### src/rtl/fetch_pipe_ctrl_if.sv
// Hazard-unit command bus into the fetch controller, plus the controller's
// fetch/IF-ID/debug outputs. The hazard unit (or a bench) is the master and
// drives the commands; fetch_pipe_ctrl is the slave.
interface fetch_pipe_ctrl_if #(
    parameter int CNT_W = 16
);
    logic             i_stall_pc;
    logic             i_stall_if_id;
    logic             i_flush_if_id;
    logic             i_flush_id_ex;
    logic             i_branch_taken;
    logic [31:0]      i_branch_target;
    logic [31:0]      i_imem_instr;
    logic             i_counter_clr;
    logic [31:0]      o_pc;
    logic [31:0]      o_if_id_pc;
    logic [31:0]      o_if_id_instr;
    logic             o_if_id_valid;
    logic             o_id_ex_valid;
    logic             o_misalign;
    logic [CNT_W-1:0] o_stall_cnt;
    logic [CNT_W-1:0] o_flush_cnt;
    logic             o_stall_timeout;

    modport master (
        output i_stall_pc, i_stall_if_id, i_flush_if_id, i_flush_id_ex,
               i_branch_taken, i_branch_target, i_imem_instr, i_counter_clr,
        input  o_pc, o_if_id_pc, o_if_id_instr, o_if_id_valid, o_id_ex_valid,
               o_misalign, o_stall_cnt, o_flush_cnt, o_stall_timeout
    );

    modport slave (
        input  i_stall_pc, i_stall_if_id, i_flush_if_id, i_flush_id_ex,
               i_branch_taken, i_branch_target, i_imem_instr, i_counter_clr,
        output o_pc, o_if_id_pc, o_if_id_instr, o_if_id_valid, o_id_ex_valid,
               o_misalign, o_stall_cnt, o_flush_cnt, o_stall_timeout
    );
endinterface

### src/rtl/fetch_pipe_ctrl.sv
// Fetch pipeline controller: owns the PC, the IF/ID register and the ID/EX
// valid bit, applying redirect/stall/flush commands with fixed priority.
// Also keeps saturating stall/flush event counters and a sticky watchdog
// that trips after MAX_STALL consecutive PC stall cycles.
// The interface instance must be built with the same CNT_W as this module.
module fetch_pipe_ctrl #(
    parameter logic [31:0] RESET_PC  = 32'h0000_0000,
    parameter logic [31:0] NOP_INSTR = 32'h0000_0013,
    parameter int          CNT_W     = 16,
    parameter int          MAX_STALL = 64
) (
    input  logic               i_clk,
    input  logic               i_reset,
    fetch_pipe_ctrl_if.slave   bus
);
    localparam logic [CNT_W-1:0] CNT_SAT  = {CNT_W{1'b1}};
    localparam logic [CNT_W-1:0] CNT_ONE  = CNT_W'(1);
    localparam logic [CNT_W-1:0] CNT_ZERO = {CNT_W{1'b0}};
    localparam logic [CNT_W-1:0] RUN_MAX  = CNT_W'(MAX_STALL);

    logic [31:0]      pc_r,          pc_next_s;
    logic [31:0]      if_id_pc_r,    if_id_pc_next_s;
    logic [31:0]      if_id_instr_r, if_id_instr_next_s;
    logic             if_id_valid_r, if_id_valid_next_s;
    logic             id_ex_valid_r, id_ex_valid_next_s;
    logic             misalign_r,    misalign_next_s;
    logic [CNT_W-1:0] stall_cnt_r,   stall_cnt_next_s;
    logic [CNT_W-1:0] flush_cnt_r,   flush_cnt_next_s;
    logic [CNT_W-1:0] run_len_r,     run_len_next_s;
    logic             timeout_r,     timeout_next_s;
    logic             stall_qual_s;

    // Next-state for PC, IF/ID and ID/EX valid following the command priorities.
    always_comb begin
        pc_next_s          = pc_r;
        if_id_pc_next_s    = if_id_pc_r;
        if_id_instr_next_s = if_id_instr_r;
        if_id_valid_next_s = if_id_valid_r;
        misalign_next_s    = 1'b0;

        // A redirect wins over a PC stall; the target is forced word-aligned.
        if (bus.i_branch_taken) begin
            pc_next_s       = {bus.i_branch_target[31:2], 2'b00};
            misalign_next_s = |bus.i_branch_target[1:0];
        end else if (bus.i_stall_pc) begin
            pc_next_s = pc_r;
        end else begin
            pc_next_s = pc_r + 32'd4;
        end

        // A flush wins over an IF/ID stall and leaves a NOP bubble.
        if (bus.i_flush_if_id) begin
            if_id_pc_next_s    = 32'h0000_0000;
            if_id_instr_next_s = NOP_INSTR;
            if_id_valid_next_s = 1'b0;
        end else if (bus.i_stall_if_id) begin
            if_id_pc_next_s    = if_id_pc_r;
            if_id_instr_next_s = if_id_instr_r;
            if_id_valid_next_s = if_id_valid_r;
        end else begin
            if_id_pc_next_s    = pc_r;
            if_id_instr_next_s = bus.i_imem_instr;
            if_id_valid_next_s = 1'b1;
        end

        if (bus.i_flush_id_ex) begin
            id_ex_valid_next_s = 1'b0;
        end else begin
            id_ex_valid_next_s = if_id_valid_r;
        end
    end

    // Next-state for the event counters, stall run-length and watchdog flag.
    always_comb begin
        stall_qual_s     = bus.i_stall_pc & ~bus.i_branch_taken;
        stall_cnt_next_s = stall_cnt_r;
        flush_cnt_next_s = flush_cnt_r;
        run_len_next_s   = CNT_ZERO;

        if (bus.i_counter_clr) begin
            stall_cnt_next_s = CNT_ZERO;
        end else if (stall_qual_s && (stall_cnt_r != CNT_SAT)) begin
            stall_cnt_next_s = stall_cnt_r + CNT_ONE;
        end else begin
            stall_cnt_next_s = stall_cnt_r;
        end

        if (bus.i_counter_clr) begin
            flush_cnt_next_s = CNT_ZERO;
        end else if (bus.i_flush_if_id && (flush_cnt_r != CNT_SAT)) begin
            flush_cnt_next_s = flush_cnt_r + CNT_ONE;
        end else begin
            flush_cnt_next_s = flush_cnt_r;
        end

        // Run-length saturates at MAX_STALL and restarts on any non-stall cycle.
        if (!stall_qual_s) begin
            run_len_next_s = CNT_ZERO;
        end else if (run_len_r == RUN_MAX) begin
            run_len_next_s = run_len_r;
        end else begin
            run_len_next_s = run_len_r + CNT_ONE;
        end

        // Sticky: the flag is visible from the cycle after the run reaches MAX_STALL.
        timeout_next_s = timeout_r | (run_len_next_s == RUN_MAX);
    end

    // Pipeline state registers.
    always_ff @(posedge i_clk or posedge i_reset) begin
        if (i_reset) begin
            pc_r          <= RESET_PC;
            if_id_pc_r    <= 32'h0000_0000;
            if_id_instr_r <= NOP_INSTR;
            if_id_valid_r <= 1'b0;
            id_ex_valid_r <= 1'b0;
            misalign_r    <= 1'b0;
        end else begin
            pc_r          <= pc_next_s;
            if_id_pc_r    <= if_id_pc_next_s;
            if_id_instr_r <= if_id_instr_next_s;
            if_id_valid_r <= if_id_valid_next_s;
            id_ex_valid_r <= id_ex_valid_next_s;
            misalign_r    <= misalign_next_s;
        end
    end

    // Debug/performance registers; only i_reset clears the watchdog flag.
    always_ff @(posedge i_clk or posedge i_reset) begin
        if (i_reset) begin
            stall_cnt_r <= CNT_ZERO;
            flush_cnt_r <= CNT_ZERO;
            run_len_r   <= CNT_ZERO;
            timeout_r   <= 1'b0;
        end else begin
            stall_cnt_r <= stall_cnt_next_s;
            flush_cnt_r <= flush_cnt_next_s;
            run_len_r   <= run_len_next_s;
            timeout_r   <= timeout_next_s;
        end
    end

    assign bus.o_pc            = pc_r;
    assign bus.o_if_id_pc      = if_id_pc_r;
    assign bus.o_if_id_instr   = if_id_instr_r;
    assign bus.o_if_id_valid   = if_id_valid_r;
    assign bus.o_id_ex_valid   = id_ex_valid_r;
    assign bus.o_misalign      = misalign_r;
    assign bus.o_stall_cnt     = stall_cnt_r;
    assign bus.o_flush_cnt     = flush_cnt_r;
    assign bus.o_stall_timeout = timeout_r;
endmodule

### src/flat_wrapper.sv
// flat-port wrapper written by rule: the top's interface ports become plain ports
module fetch_pipe_ctrl_flat 
#(
    parameter logic [31:0] RESET_PC  = 32'h0000_0000,
    parameter logic [31:0] NOP_INSTR = 32'h0000_0013,
    parameter int          CNT_W     = 16,
    parameter int          MAX_STALL = 64
)
  (i_clk, i_reset, bus_i_stall_pc, bus_i_stall_if_id, bus_i_flush_if_id, bus_i_flush_id_ex, bus_i_branch_taken, bus_i_branch_target, bus_i_imem_instr, bus_i_counter_clr, bus_o_pc, bus_o_if_id_pc, bus_o_if_id_instr, bus_o_if_id_valid, bus_o_id_ex_valid, bus_o_misalign, bus_o_stall_cnt, bus_o_flush_cnt, bus_o_stall_timeout);
  fetch_pipe_ctrl_if #(.CNT_W(CNT_W)) bus_i ();
  input  logic i_clk;
  input  logic i_reset;
  input wire logic [$bits(bus_i.i_stall_pc)-1:0] bus_i_stall_pc;
  input wire logic [$bits(bus_i.i_stall_if_id)-1:0] bus_i_stall_if_id;
  input wire logic [$bits(bus_i.i_flush_if_id)-1:0] bus_i_flush_if_id;
  input wire logic [$bits(bus_i.i_flush_id_ex)-1:0] bus_i_flush_id_ex;
  input wire logic [$bits(bus_i.i_branch_taken)-1:0] bus_i_branch_taken;
  input wire logic [$bits(bus_i.i_branch_target)-1:0] bus_i_branch_target;
  input wire logic [$bits(bus_i.i_imem_instr)-1:0] bus_i_imem_instr;
  input wire logic [$bits(bus_i.i_counter_clr)-1:0] bus_i_counter_clr;
  output wire logic [$bits(bus_i.o_pc)-1:0] bus_o_pc;
  output wire logic [$bits(bus_i.o_if_id_pc)-1:0] bus_o_if_id_pc;
  output wire logic [$bits(bus_i.o_if_id_instr)-1:0] bus_o_if_id_instr;
  output wire logic [$bits(bus_i.o_if_id_valid)-1:0] bus_o_if_id_valid;
  output wire logic [$bits(bus_i.o_id_ex_valid)-1:0] bus_o_id_ex_valid;
  output wire logic [$bits(bus_i.o_misalign)-1:0] bus_o_misalign;
  output wire logic [$bits(bus_i.o_stall_cnt)-1:0] bus_o_stall_cnt;
  output wire logic [$bits(bus_i.o_flush_cnt)-1:0] bus_o_flush_cnt;
  output wire logic [$bits(bus_i.o_stall_timeout)-1:0] bus_o_stall_timeout;
  assign bus_i.i_stall_pc = bus_i_stall_pc;
  assign bus_i.i_stall_if_id = bus_i_stall_if_id;
  assign bus_i.i_flush_if_id = bus_i_flush_if_id;
  assign bus_i.i_flush_id_ex = bus_i_flush_id_ex;
  assign bus_i.i_branch_taken = bus_i_branch_taken;
  assign bus_i.i_branch_target = bus_i_branch_target;
  assign bus_i.i_imem_instr = bus_i_imem_instr;
  assign bus_i.i_counter_clr = bus_i_counter_clr;
  assign bus_o_pc = bus_i.o_pc;
  assign bus_o_if_id_pc = bus_i.o_if_id_pc;
  assign bus_o_if_id_instr = bus_i.o_if_id_instr;
  assign bus_o_if_id_valid = bus_i.o_if_id_valid;
  assign bus_o_id_ex_valid = bus_i.o_id_ex_valid;
  assign bus_o_misalign = bus_i.o_misalign;
  assign bus_o_stall_cnt = bus_i.o_stall_cnt;
  assign bus_o_flush_cnt = bus_i.o_flush_cnt;
  assign bus_o_stall_timeout = bus_i.o_stall_timeout;
  fetch_pipe_ctrl #(.RESET_PC(RESET_PC), .NOP_INSTR(NOP_INSTR), .CNT_W(CNT_W), .MAX_STALL(MAX_STALL)) u_core (.i_clk(i_clk), .i_reset(i_reset), .bus(bus_i));
endmodule
### config.mk
export PLATFORM = sky130hd
export DESIGN_NAME = fetch_pipe_ctrl_flat
export DESIGN_NICKNAME = d
export VERILOG_FILES = /design/src/rtl/fetch_pipe_ctrl_if.sv /design/src/rtl/fetch_pipe_ctrl.sv /design/src/flat_wrapper.sv
export SDC_FILE = /design/constraint.sdc
export NUM_CORES = 1
export LEC_CHECK = 0
export CAP_MARGIN = 20
export CORE_MARGIN = 2
export CORE_UTILIZATION = 45
export CTS_CLUSTER_SIZE = 25
export DETAILED_ROUTE_END_ITERATION = 16
export DONT_BUFFER_PORTS = 1
export GPL_TIMING_DRIVEN = 0
export PLACE_DENSITY = 0.63
export SLEW_MARGIN = 20
export SYNTH_ARGS = -nofsm -noshare
export SYNTH_HDL_FRONTEND = slang
export SYNTH_SLANG_ARGS = --single-unit
### constraint.sdc
create_clock -name i_clk -period 9.3 [get_ports i_clk]
set_clock_uncertainty 0.15 [all_clocks]
set_input_delay 1.86 -clock i_clk [delete_from_list [all_inputs] [get_ports i_clk]]
set_output_delay 1.86 -clock i_clk [all_outputs]
set_load 0.02 [all_outputs]
# After elaboration in Yosys (flattened, before gate mapping)
# Index checks and enable logic that the tools add are counted.
[totals] ff_bits=148 input_bits=72 out_inout_bits=132 wordCells=44
[classes] add_sub_neg=4 eq_ne=6 muxes=16 n_bitwise=3 n_reduce_logical=5
[op_table] op="$mux 32" n=6
[op_table] op="$mux 16" n=6
[op_table] op="$add 16x1->16 const B" n=3
[op_table] op="$add 32x3->32 const B" n=1
[op_table] op="$eq 16x7->1 const B" n=2
[op_table] op="$ne 16x16->1 const B" n=2
[op_table] op="$mux 1" n=4
[op_table] op="$ne 2x1->1 const B" n=2
[op_table] op="$reduce_bool 2->1" n=2
[op_table] op="$logic_and 1x1->1" n=2
[op_table] op="$reduce_or 2->1" n=1
[op_table] op="$and 1x1->1" n=1
[op_table] op="$not 1->1" n=1
[op_table] op="$or 1x1->1" n=1

# Longest topological paths before layout
[logic_depth] word_depth=5 depth_mapped=7 ltp_nobuf=7

# Worst setup path after synthesis
# OpenSTA, ideal clock, no wires.
[synth_path] kind="input to register" from="input port bus_i_stall_pc" to="register u_core.pc_r[31] (netlist: u_core.bus.o_pc[31])" setup_ns=0.125 arrival_ns=3.092 required_time_ns=9.025 slack_ns=5.933 path_stages=6 path_buffers=1 path_cell_list="buf_2 -> nand3b_1 -> or2_2 -> nor4_1 -> xor2_1 -> mux2_2"
[synth_via] elab_chain_cells=1
[synth_lines] element="start: declaration" line="flat_wrapper.sv:13" source="input wire logic [$bits(bus_i.i_stall_pc)-1:0] bus_i_stall_pc;"
[synth_lines] element="$ne 2x1->1 (no line)"
[synth_lines] element="end signal: assignment" line="fetch_pipe_ctrl.sv:119" source="pc_r <= pc_next_s;"
[synth_lines] element="end: declaration" line="fetch_pipe_ctrl.sv:21" source="logic [31:0] pc_r, pc_next_s;"
# No other way between the ends.
# A chain may end at the register's enable or synchronous reset.

# Worst setup path in the final report
[layout_path] from="input port bus_i_flush_if_id" to="register u_core.flush_cnt_r[14] (netlist: u_core.bus.o_flush_cnt[14])"
[layout_via] elab_chain_cells=2
[layout_lines] element="start: declaration" line="flat_wrapper.sv:15" source="input wire logic [$bits(bus_i.i_flush_if_id)-1:0] bus_i_flush_if_id;"
[layout_lines] element="$logic_and 1x1->1" line="fetch_pipe_ctrl.sv:90" source="end else if (bus.i_flush_if_id && (flush_cnt_r != CNT_SAT)) begin"
[layout_lines] element="$reduce_bool 2->1 (no line)"
[layout_lines] element="end signal: assignment" line="fetch_pipe_ctrl.sv:137" source="flush_cnt_r <= flush_cnt_next_s;"
[layout_lines] element="end: declaration" line="fetch_pipe_ctrl.sv:28" source="logic [CNT_W-1:0] flush_cnt_r, flush_cnt_next_s;"
# No other way between the ends.

==> impl_summary.txt <==
----------------------------------------------------
[Timing]
  Count of final max-slew check failures ... 0
  Hold Vio Cnt, Final ... 0
  Setup repair after global routing missed its margin ... false
  Fin crit share ... 36.60%
  Worst-case setup margin in the final layout ... 5.897 ns
  Worst slew slack as a fraction of its limit ... 46.82%
  Highest attainable clock frequency ... 293.8 MHz
  Sum Neg Setup Slack ... 0 ns
  Setup-failing EPs final ... 0
  Post-route minimum period ... 3.403 ns
  Worst Max-Slew Pin Slew ... 0.7977 ns

[Floorplan]
  Initial core utilization ... 46.38%
  Std-Cell Rows ... 45
  Floorplan Core Area ... 15260 um2
  Y dimension of the die ... 129.4 um
  DIE AREA ... 16750 um2
  Number of top-level pins ... 204
  Die W ... 129.4 um

[Placed design]
  DPL Wire Length ... 12220 um
  RD Place Congestion ... 0.8605
  Number of I/O port buffers ... 0
  Placement-stage worst setup slack ... 5.407 ns
  Placed instance area ... 7380 um2

[Logic synthesis]
  Top flip-flop cell by instance count after synthesis ... sky130_fd_sc_hd__dfrtp_1
  Number of flops mapped to enable cells by yosys ... 0
  Fraction of registers with async set or reset after synthesis ... 100.0%
  Cell count after synthesis ... 700
  Sequential cell area fraction in the yosys report ... 51.33%
  Top area cells in the synthesized netlist ... sky130_fd_sc_hd__dfrtp_1 (50%), sky130_fd_sc_hd__mux2i_1 (9.3%), sky130_fd_sc_hd__nor2_1 (5.1%)
  Largest area contributor in the synthesized netlist ... sky130_fd_sc_hd__dfrtp_1
  Synth Cell Area ... 7077 um2
  Fraction of synthesized cell area taken by the top area cell type ... 50.21%
  Number of register bits inferred by synthesis ... 145
  Syn. warnings ... 0
  Distinct cell type count after synthesis ... 54
  Mean cell area of the mapped netlist ... 10.11 um2

[Routing]
  Routed wl met3 ... 1230 um
  Average wire per standard cell ... 18.19 um
  Routed met2 length ... 8321 um
  Post-route met1 wirelength ... 7306 um
  Violation count after the first detailed-route iteration ... 297
  Iteration count of the initial detailed-routing pass ... 5
  Top layer used by detailed routing ... met4
  DR vias/cell ... 5.594
  Number of DRC violations after detailed routing ... 0
  Vias post-DR ... 5286
  Remaining antenna violation count ... 0
  Routed wire length ... 17190 um

[Power]
  Clk pwr share ... 45.2%
  Gate power share ... 6.6%
  Design internal power ... 1.125 mW
  Switching share of power ... 26.83%
  Leakage power ... 3.547 nW
  Net switching power figure ... 0.4123 mW
  Peak supply drop ... 0.1159 mV
  Final Power ... 1.537 mW
  Areal power density over the cells ... 192.8 nW/um2
  Portion of total power attributed to sequential cells ... 48.2%

[Clocking]
  Clock Latency Late Sink ... 0.42 ns
  Deepest clock path buffer count ... 2
  Setup Buffers After CTS ... 0
  Root Buffer Master ... sky130_fd_sc_hd__clkbuf_16
  PostCTS Resize Cnt ... 0
  Clock transition at the registers of the reported paths ... 0.06 ns
  TritonCTS buffer count ... 17
  CTS H-Tree Depth ... 4
  Num Clock Sinks ... 145
  Hold bufs inserted after CTS ... 0
  Clock tree from TritonCTS ... yes

[Layout]
  Multi-input gate area in the final layout ... 3184 um2
  Sequential cell area ... 3632 um2
  Area Overhead vs Synth ... 12.64%
  Number of fill cells ... 1399
  Leading cell type in the layout, fill and taps excluded ... sky130_fd_sc_hd__dfrtp_1
  Share of cells above drive strength 1 ... 9.264%
  Number of diodes added for antenna fixing ... 0
  Post-route design area ... 7971 um2
  Commonest cells after routing, fill and taps aside ... sky130_fd_sc_hd__dfrtp_1 (142), sky130_fd_sc_hd__nor2_1 (96), sky130_fd_sc_hd__mux2i_1 (66)
  Net count reported at finish ... 798

[GRT]
  Overflow left after global routing ... 0
  Number of antenna violations at the first check in global routing ... 0
  Largest net degree at the start of global routing ... 91
  Global-route wire length before repair ... 27420 um
  Total track usage ... 21.01%
  Via count of the first global-routing pass ... 5367

[Worst setup path]
  Critical path data arrival time ... 3.60 ns
  Cell at the slowest stage of the critical path ... sky130_fd_sc_hd__a211o_1
  CP Capture Type ... flip-flop
  Maximum fanout count along the critical path ... 10
  Critical Path RT ... 9.49 ns
  Critical path buffer and inverter count ... 2
  Sort of element at the start of the critical path ... primary input
  WS Path Type ... in -> reg
  Cell type group with the largest total delay on the critical path ... buffers and inverters
  Cells traversed along the worst timing path ... clkbuf_1 > inv_1 > a211o_1 > or4_1 > a21oi_1
  Delay of the slowest cell on the worst path ... 0.44 ns

[Min path]
  Hold Path Class ... reg -> reg

[Run status]
  Outcome ... finished clean

[Flow run]
  Number of maximum-capacitance constraint violations ... 0

----------------------------------------------------
logic make-up (layout without fill, tap and decap cells):
logic type | Yosys count | in the layout | share of synthesized area [%]
simple gates | 275 | 275 | 19.64
flops | 145 | 145 | 51.33
compound gates | 92 | 92 | 7.744
mux | 69 | 69 | 9.813
buf+inv | 58 | 91 | 3.731
xor+xnor | 55 | 55 | 6.807
fa+ha+maj | 5 | 5 | 0.8840
other cells | 1 | 2 | 0.05299
power by group through the flow:
stage / logic, mW / registers, mW / clock network (mW)
after floorplan: 0.0809 / 0.739 / 0
after global placement: 0.0979 / 0.752 / 0
after detailed placement: 0.103 / 0.753 / 0
after CTS: 0.104 / 0.742 / 0.709
after global routing: 0.117 / 0.746 / 0.733
final: 0.101 / 0.741 / 0.694
sequential cells by signal (all words and copies together), names as in the netlist:
signal / count
u_core.bus.o_misalign: 1
u_core.bus.o_pc: 30
u_core.bus.o_id_ex_valid: 1
u_core.bus.o_stall_cnt: 16
u_core.bus.o_stall_timeout: 1
u_core.run_len_r: 16
u_core.bus.o_flush_cnt: 16
u_core.bus.o_if_id_valid: 1
u_core.bus.o_if_id_instr: 32
u_core.bus.o_if_id_pc: 31
Yosys cell counts, drive strengths merged, types with 2 or more instances:
| cell | instances |
|---|---|
| nand3 | 22 |
| or4 | 2 |
| o211ai | 3 |
| clkbuf | 22 |
| or3 | 18 |
| nor3 | 7 |
| mux2i | 66 |
| mux2 | 3 |
| o31ai | 2 |
| buf | 21 |
| nor4 | 14 |
| nor2 | 96 |
| o21ai | 47 |
| nand4 | 18 |
| a211o | 3 |
| xnor2 | 30 |
| o21a | 3 |
| and2 | 6 |
| nand2 | 55 |
| dfstp | 3 |
| xor2 | 25 |
| a21oi | 22 |
| nor3b | 2 |
| and4 | 9 |
| ha | 5 |
| and3 | 15 |
| nor2b | 4 |
| or2 | 2 |
| inv | 15 |
| dfrtp | 142 |
| o2111ai | 5 |
| nand2b | 2 |
worst min-delay path: stages (launching register included):
cell and delay (ns):
sky130_fd_sc_hd__dfstp_2 0.41, sky130_fd_sc_hd__mux2i_1 0.13, sky130_fd_sc_hd__nand2_1 0.06
final cells by class:
| class | instances | area share (%) |
|---|---|---|
| sequential | 145 | 45.57 |
| tap | 211 | 3.312 |
| multi-input combinational | 498 | 39.95 |
| inverter | 15 | 0.8005 |
| timing repair buffer | 1 | 0.3453 |
| clock buffer | 19 | 5.431 |
| clock inverter | 13 | 1.993 |
| buffer | 43 | 2.606 |
stage by stage:
step,hold WS [ns],util (%),instances
global placement,0.4329,48.13,912
floorplan,0.3926,-,701
finish,0.4571,52.24,945
detailed placement,0.4468,48.36,913
global route,0.4784,52.24,945
CTS,0.4543,52.24,945
path summary, 6_finish.rpt:
kind | to | depth (start not counted) | startpoint | slack (ns)
worst max-delay path | u_core.bus.o_flush_cnt[14] | 5 | bus_i_flush_if_id | 5.90
worst max register to register | u_core.bus.o_pc[18] | 6 | u_core.bus.o_pc[2] | 7.03
max in group asynchronous | u_core.bus.o_pc[22] | 2 | i_reset | 7.08
worst min register to register | u_core.bus.o_if_id_instr[0] | 2 | u_core.bus.o_if_id_instr[0] | 0.46
min in group asynchronous | u_core.bus.o_stall_cnt[5] | 1 | i_reset | 1.13
worst min-delay path | u_core.bus.o_if_id_instr[0] | 2 | u_core.bus.o_if_id_instr[0] | 0.46
layer usage:
metal	up-vias	GRT usage (%)
met3	26	5.904
li1	2478	-
met1	2604	25.93
met2	178	34.74
met4	0	8.887
met5	-	0
Power figures use the tool's default switching activity.
